===== src/rtl/zrc_out_pack.sv =====
// Packs the ZRC mapped 8-bit pixel stream into 32-bit words and buffers them in a show-ahead
// FIFO for the video DMA. Define ZRC_PACK_FIFO_LEVEL_EN to expose FIFO level/high-water ports.
module zrc_out_pack #(
  parameter int unsigned IMAGE_WIDTH = 640,
  parameter int unsigned FIFO_AW     = 6
) (
  input  logic              i_clk,
  input  logic              i_rst,
  input  logic              i_field_vld,
  input  logic              i_line_vld,
  input  logic [7:0]        i_img_data,
  input  logic              i_err_clr,
  output logic [31:0]       o_tdata,
  output logic              o_tvalid,
  input  logic              i_tready,
  output logic              o_tuser,
  output logic              o_tlast,
  output logic              o_overflow,
  output logic              o_line_err,
  output logic [15:0]       o_frame_cnt
`ifdef ZRC_PACK_FIFO_LEVEL_EN
  ,
  output logic [FIFO_AW:0]  o_fifo_level,
  output logic [FIFO_AW:0]  o_level_max
`endif
);

  localparam int unsigned Depth = 1 << FIFO_AW;
  localparam int unsigned PW    = $clog2(IMAGE_WIDTH + 1);
  localparam logic [PW-1:0]      Width   = PW'(IMAGE_WIDTH);
  localparam logic [PW-1:0]      LastPix = PW'(IMAGE_WIDTH - 1);
  localparam logic [FIFO_AW:0]   Full    = (FIFO_AW + 1)'(Depth);

  logic            field_q, line_q;
  logic [PW-1:0]   pcnt_q, pcnt_d;
  logic [1:0]      lane_q, lane_d;
  logic [31:0]     acc_q, acc_d;
  logic            stg_vld_q, stg_vld_d;
  logic [31:0]     stg_word_q, stg_word_d;
  logic            stg_last_q, stg_last_d;
  logic            sof_q, sof_d;
  logic            ovf_q, ovf_d;
  logic            lerr_q, lerr_d;
  logic [15:0]     fcnt_q, fcnt_d;
  logic [FIFO_AW:0] wr_ptr_q, rd_ptr_q;
  logic [33:0]     mem [Depth];

  logic line_rise, line_fall, field_rise, field_fall, pix, lerr_set;
  logic [PW-1:0] cnt;
  logic [1:0]    lane;
  logic [31:0]   acc, merged;
  logic [FIFO_AW:0] level;
  logic empty, full, pop, push, ovf_set;
  logic [33:0] head;

  assign line_rise  = i_line_vld & ~line_q;
  assign line_fall  = ~i_line_vld & line_q;
  assign field_rise = i_field_vld & ~field_q;
  assign field_fall = ~i_field_vld & field_q;
  assign pix        = i_field_vld & i_line_vld;

  // The rising-edge cycle already carries the first pixel of the line.
  assign cnt  = line_rise ? '0 : pcnt_q;
  assign lane = line_rise ? 2'd0 : lane_q;
  assign acc  = line_rise ? '0 : acc_q;

  always_comb begin
    merged = acc;
    merged[{lane, 3'b000} +: 8] = i_img_data;
    pcnt_d     = cnt;
    lane_d     = lane;
    acc_d      = acc;
    stg_vld_d  = 1'b0;
    stg_word_d = stg_word_q;
    stg_last_d = 1'b0;
    lerr_set   = 1'b0;
    if (pix) begin
      if (cnt < Width) begin
        pcnt_d = cnt + PW'(1);
        if (lane == 2'd3 || cnt == LastPix) begin
          stg_vld_d  = 1'b1;
          stg_word_d = merged;
          stg_last_d = (cnt == LastPix);
          acc_d      = '0;
          lane_d     = 2'd0;
        end else begin
          acc_d  = merged;
          lane_d = lane + 2'd1;
        end
      end else begin
        lerr_set = 1'b1;
      end
    end else if (line_fall && pcnt_q < Width) begin
      lerr_set = 1'b1;
      // Flush the partial word; unused bytes of acc are already zero.
      if (lane_q != 2'd0) begin
        stg_vld_d  = 1'b1;
        stg_word_d = acc_q;
        stg_last_d = 1'b1;
        acc_d      = '0;
        lane_d     = 2'd0;
      end
    end
  end

  assign level   = wr_ptr_q - rd_ptr_q;
  assign empty   = (level == '0);
  assign full    = (level == Full);
  assign pop     = ~empty & i_tready;
  assign push    = stg_vld_q & (~full | pop);
  assign ovf_set = stg_vld_q & full & ~pop;

  always_comb begin
    sof_d  = field_rise | (sof_q & ~stg_vld_q);
    ovf_d  = ovf_set | (ovf_q & ~i_err_clr);
    lerr_d = lerr_set | (lerr_q & ~i_err_clr);
    fcnt_d = fcnt_q + 16'(field_fall);
  end

  always_ff @(posedge i_clk) begin
    if (i_rst) begin
      field_q    <= 1'b0;
      line_q     <= 1'b0;
      pcnt_q     <= '0;
      lane_q     <= 2'd0;
      acc_q      <= '0;
      stg_vld_q  <= 1'b0;
      stg_word_q <= '0;
      stg_last_q <= 1'b0;
      sof_q      <= 1'b0;
      ovf_q      <= 1'b0;
      lerr_q     <= 1'b0;
      fcnt_q     <= '0;
      wr_ptr_q   <= '0;
      rd_ptr_q   <= '0;
    end else begin
      field_q    <= i_field_vld;
      line_q     <= i_line_vld;
      pcnt_q     <= pcnt_d;
      lane_q     <= lane_d;
      acc_q      <= acc_d;
      stg_vld_q  <= stg_vld_d;
      stg_word_q <= stg_word_d;
      stg_last_q <= stg_last_d;
      sof_q      <= sof_d;
      ovf_q      <= ovf_d;
      lerr_q     <= lerr_d;
      fcnt_q     <= fcnt_d;
      if (push) wr_ptr_q <= wr_ptr_q + 1'b1;
      if (pop)  rd_ptr_q <= rd_ptr_q + 1'b1;
    end
  end

  always_ff @(posedge i_clk) begin
    if (push) mem[wr_ptr_q[FIFO_AW-1:0]] <= {sof_q, stg_last_q, stg_word_q};
  end

  assign head        = mem[rd_ptr_q[FIFO_AW-1:0]];
  assign o_tvalid    = ~empty;
  assign o_tdata     = empty ? 32'd0 : head[31:0];
  assign o_tlast     = ~empty & head[32];
  assign o_tuser     = ~empty & head[33];
  assign o_overflow  = ovf_q;
  assign o_line_err  = lerr_q;
  assign o_frame_cnt = fcnt_q;

`ifdef ZRC_PACK_FIFO_LEVEL_EN
  logic [FIFO_AW:0] lmax_q;

  always_ff @(posedge i_clk) begin
    if (i_rst || i_err_clr) lmax_q <= '0;
    else if (level > lmax_q) lmax_q <= level;
  end

  assign o_fifo_level = level;
  assign o_level_max  = lmax_q;
`endif

endmodule


===== config.mk =====
export PLATFORM = sky130hd
export DESIGN_NAME = zrc_out_pack
export DESIGN_NICKNAME = d
export VERILOG_FILES = /design/src/rtl/zrc_out_pack.sv
export SDC_FILE = /design/constraint.sdc
export NUM_CORES = 2
export LEC_CHECK = 0
export ABC_AREA = 1
export CORE_UTILIZATION = 44
export CTS_CLUSTER_DIAMETER = 120
export DETAILED_ROUTE_END_ITERATION = 7
export SLEW_MARGIN = 20
export SYNTH_ARGS = -nofsm -noshare
export SYNTH_HDL_FRONTEND = slang
export SYNTH_SLANG_ARGS = --single-unit

===== constraint.sdc =====
create_clock -name i_clk -period 4.8 [get_ports i_clk]
set_input_delay 0.48 -clock i_clk [delete_from_list [all_inputs] [get_ports i_clk]]
set_output_delay 0.48 -clock i_clk [all_outputs]
set_load 0.01 [all_outputs]

# After elaboration in Yosys (flattened, before gate mapping)
# Memories as Yosys holds them, arrays and structs flattened. A register that Yosys moved wholly into a read port is not among the register bits.
# Cells that the tools add are included.
# Widths: inputs -> output; s select.
# word_totals
reg_bits	113
mem_bits_rw	2176
word_cells	102
output_inout_bits	53
memories	1
inputBits	14
# classes
n_lt_le_gt_ge	2
n_mux	37
bitwise_logic	27
addsub	7
shift	2
n_reduce_logical	7
n_eq_ne	5
# memory_table
memory	depth	width	read_ports	rd_ports_with_merged_regs	write_ports	line	text
mem	64	34	1	1	1	46	logic [33:0] mem [Depth];
# op_table
cell	count
$mux 32	12
$bwmux 32	1
$shift 8x7->32 const A	1
$shiftx 8x7->32	1
$mux 10	3
$lt 10x10->1 const B	2
$add 16x1->16	1
$add 7x1->7 const B	2
$and 1x1->1	14
$mux 1	13
$mux 2	6
$mux 6	2
$add 10x1->10 const B	1
$eq 10x10->1 const B	1
$not 1->1	9
$eq 7x7->1 const B	1
$logic_not 7->1	1
$neg 5->7	1
$sub 7x7->7	1
$reduce_bool 2->1	3
$ne 2x1->1 const B	2
$or 1x1->1	4
$reduce_and 4->1	1
$add 2x1->2 const B	1
other kinds (3)	3

# Longest topological paths before layout
# depth
ltp_word	9
depth_mapped	15
mapped_depth_nobuf	14

# Worst setup path before layout
# No wires, ideal clock.
# synth_timing
kind	register to register
startpoint	register wr_ptr_q[0]
endpoint	memory mem[31][0] (enable)
synth_period_minus_slack_ns	4.338
path_slack_ns	0.462
t_arrival_ns	3.870
path_stages_with_launch	13
required_ns	4.333
setup_ns	0.467
path_buffers	1
cell_sequence	dfxtp_1 clkbuf_1 inv_1 ha_1 inv_1 nand2_1 nand2_1 nand2_1 nand4_1 nand2_1 nand3_2 nand2_2 nor3_1
# synth_via
elab_chain_cells	8
elab_cells_between_ends	10
classes_between	1 x add/sub; 1 x eq/ne; 2 x mux; 5 x bitwise; 1 x reduce/logical
# synth_lines
item	line	text
from (decl)	45	logic [FIFO_AW:0] wr_ptr_q, rd_ptr_q;
from (signal assigned)	149	if (push) wr_ptr_q <= wr_ptr_q + 1'b1;
$sub 7x7->7	106	assign level = wr_ptr_q - rd_ptr_q;
$logic_not 7->1	107	assign empty = (level == '0);
$not 1->1	109	assign pop = ~empty & i_tready;
$and 1x1->1	109	
$or 1x1->1	110	assign push = stg_vld_q & (~full | pop);
$and 1x1->1	110	
$mux 1	155	if (push) mem[wr_ptr_q[FIFO_AW-1:0]] <= {sof_q, stg_last_q, stg_word_q};
$mux 1 (implied by the code)	155	
to (decl)	46	
# Parallel ways exist; a longest one is shown, timed or not.

==> summary.md <==
| Metric | Value |
|---|---|
| Outcome | `completed` |
| Critical Path Fanout Max | `169` |
| Antenna viol nets, final | `0` |
| Sequential share of the synthesized area | `71.2%` |
| Final hold violations | `0` |
| Hpwl dp | `149,000 um` |
| Total chip power | `48.5 mW` |
| Worst Reg2Reg Path Length in Cells | `14` |
| Share of the synthesized area in the top cell type | `68.7%` |
| Vias in the first global route | `60,000` |
| WL final | `274,000 um` |
| Clock Tree Root | `clkbuf_16` |
| Worst Tran Pin Value | `1100 ps` |
| Fraction of layout cells with a size suffix above 1 | `8.89%` |
| Die height | `467 um` |
| Endpoints failing setup | `0` |
| Area contributors post-synth | `edfxtp_1 69%, nand3_1 11%, nand2_1 10%` |
| Mapped cell area | `95,100 sq um` |
| Max Fclk | `211 MHz` |
| EDFF count, synth | `2,176` |
| Syn_nets | `8,469` |
| Drt first-iter violations | `8,146` |
| Port bufs | `66` |
| Max VDD drop | `0.399 mV` |
| P&R area growth vs syn | `12.7%` |
| Largest net degree at the start of global routing | `181` |
| GRT Total Usage | `24.7%` |
| Leak | `39.3 nW` |
| Worst skew pair latency | `870 ps` |
| Num CTS Buffers | `233` |
| Final instance area | `107,000 sq um` |
| Worst path arrival time | `4260 ps` |
| Row count | `170` |
| Max Cap Viol | `0` |
| Die W | `467 um` |
| Fin Clk Skew | `47.7 ps` |
| Initial antenna violation count | `7` |
| Top-level I/O count | `67` |
| Startpoint Class | `flop` |
| Asr flop ratio synth | `0%` |
| Clk slew on worst S/H paths | `60 ps` |
| Core Region | `215,000 sq um` |
| FF-to-FF setup slack | `1100 ps` |
| Remaining design rule violation count | `0` |
| RR Endpoint | `mem[30][16]$_DFFE_PP_` |
| Syn_area_per_cell | `11.3 sq um` |
| Post-cts hold buffer count | `0` |
| H-tree lvl count | `4` |
| Final setup TNS | `0 ps` |
| Gr ovfl total | `0` |
| Yosys warns | `0` |
| Initial Util | `44.3%` |
| Critical Path End Type | `primary output` |
| Hold path startpoint | `i_field_vld` |
| DIE AREA | `218,000 sq um` |
| First-pass detailed-route iteration total | `6` |
| Ys flop type | `edfxtp_1` |
| Post-DR vias/cell | `5.60` |
| Clock Tree Buf Depth | `3` |
| Slew HR | `26.7%` |
| WP data required | `4320 ps` |
| RD Place Congestion | `0.857` |
| Average wire per standard cell | `23.9 um` |
| Post-synth top area cell | `edfxtp_1` |
| Crit share post-route | `98.8%` |
| Placed cell area | `99,400 sq um` |
| Pwr Density | `453 nW/um^2` |
| Worst min-delay path class | `input port to flop` |
| CTS tree | `built` |
| Clock Sinks | `2,295` |
| Most frequent cell after synthesis | `nand2_1` |
| First-pass GRT wire length | `400,000 um` |
| Post-synthesis cell count | `8,439` |
| Pins Over Slew Limit | `0` |
| Nets@finish | `8,459` |
| Fin crit period | `4740 ps` |
| Hold path depth | `3` |
| CP Class | `flop to primary output` |
| #FFs+latches synth | `2,295` |
| Unique masters post-synth | `44` |
| Leading cell types by count after synthesis | `2,634 x nand2_1, 2,176 x edfxtp_1, 2,001 x nand3_1` |
| Worst hold endpoint | `field_q$_SDFF_PP0_` |
| Via count | `64,100` |
| R2r startpoint | `wr_ptr_q[0]$_SDFFE_PP0P_` |
==> per-layer routing <==
layer  routed length, um  vias to the layer above  part of all wire, %  global-route usage [%]
li1                    -                    29200                    -                       -
met1              115000                    31500                   42                    35.0
met2              127000                     2887                   46                    39.0
met3               22500                      424                  8.2                    3.35
met4                9520                        4                  3.5                    8.70
met5                  23                        -               0.0084                       0
==> kinds of logic after synthesis <==
logic type / share of synthesized area (%)
AND/OR/NAND/NOR: 22.9
XOR/XNOR: 0.101
AO/OA/AOI/OAI: 1.03
flip-flops: 71.2
adder cells (fa/ha/maj): 0.211
buffers and inverters: 4.56
==> sequential cells by signal, summed over array words and instances, names as in the netlist, 2 cells and up, named ones only <==
name and flops:
lane_q 2, rd_ptr_q 7, acc_q 32, mem 2176, pcnt_q 10, stg_word_q 32
wr_ptr_q 7, o_frame_cnt 16
==> critical path, cell delays in order, from the launching register on <==
cell	delay [ps]
dfxtp_4	580
buf_16	450
nand2_1	120
nand3_1	120
nand3_1	90
nand3_1	170
nand3_1	270
nand3_1	190
nand2_1	80
nor2_1	410
clkdlybuf4s50_1	640
==> report_power, final <==
| group | switching [mW] | internal (mW) | total [mW] | leakage (nW) |
|---|---|---|---|---|
| sequential | 0.0686 | 21.6 | 21.7 | 21.3 |
| combinational | 6.24 | 2.54 | 8.78 | 14.3 |
| clock | 7.73 | 10.3 | 18.1 | 3.65 |
| total | 14.0 | 34.5 | 48.5 | 39.3 |
==> placed cells by master, fill, tap and decap left out, types with 3 or more instances in the layout <==
cell             instances
nand2_1               2634
edfxtp_1              2176
nand3_1               2000
inv_1                  393
clkbuf_16              238
nor2_1                 156
buf_4                  148
dfxtp_1                 79
or2_2                   66
nor2_4                  66
clkdlybuf4s50_1         65
a21oi_1                 64
o21ai_0                 63
clkinv_1                52
buf_12                  52
clkbuf_1                41
nand4_1                 40
clkinv_2                37
dfxtp_4                 26
o22ai_1                 25
bufinv_16               24
ha_1                    16
dfxtp_2                 14
nand2_4                 12
nor2_2                  12
nor3_1                  12
clkinvlp_4              12
xor2_1                  10
o211ai_1                 9
inv_2                    8
inv_6                    8
buf_16                   6
inv_16                   5
clkbuf_8                 5
o211ai_2                 4
buf_6                    4
nand3_2                  3
nor3_2                   3
clkinv_8                 3
==> cell type report <==
class | instances | area, sq um
antenna | 1 | 2.50
timing repair buffer | 279 | 3080
multi-input combinational | 5211 | 23500
tap | 2838 | 3550
inverter | 407 | 1600
sequential | 2295 | 67800
clock buffer | 282 | 6130
clock inverter | 138 | 1390
fill | 18600 | 107000
timing repair inverter | 2 | 20.0
==> stage by stage <==
step | hold slack (ps) | setup WS [ps] | utilization (%) | std cells
detailed placement | 462 | 382 | 46.3 | 11000
floorplan | 440 | 462 | - | 8439
CTS | 171 | -62.5 | 49.9 | 11400
global placement | 458 | 393 | 46.3 | 11000
finish | 223 | 56.3 | 49.9 | 11500
global route | 240 | -0.0364 | 49.9 | 11500
==> how the worst max path moves through the flow <==
| stage | from | end | slack [ps] | cells past startpoint |
|---|---|---|---|---|
| 4_1_cts | flop | o_tdata[4] | -60 | 10 |
| 3_5_place_dp | flop | o_tdata[29] | 380 | 9 |
| 5_1_grt | flop | o_tdata[5] | -0.04 | 11 |
| 2_1_floorplan | wr_ptr_q[0]$_SDFFE_PP0P_ | mem[31][0]$_DFFE_PP_ | 460 | 12 |
| 6_report | flop | o_tdata[9] | 60 | 10 |
| 3_3_place_gp | flop | o_tdata[29] | 390 | 9 |
==> repair_timing <==
item	4_1_cts	5_1_grt
cloned	1	3
setup buffers	0	4
setup endpoints to repair	16	14
resized for setup	20	10
hold endpoints to repair	0	0
Power figures use the tool's default switching activity.
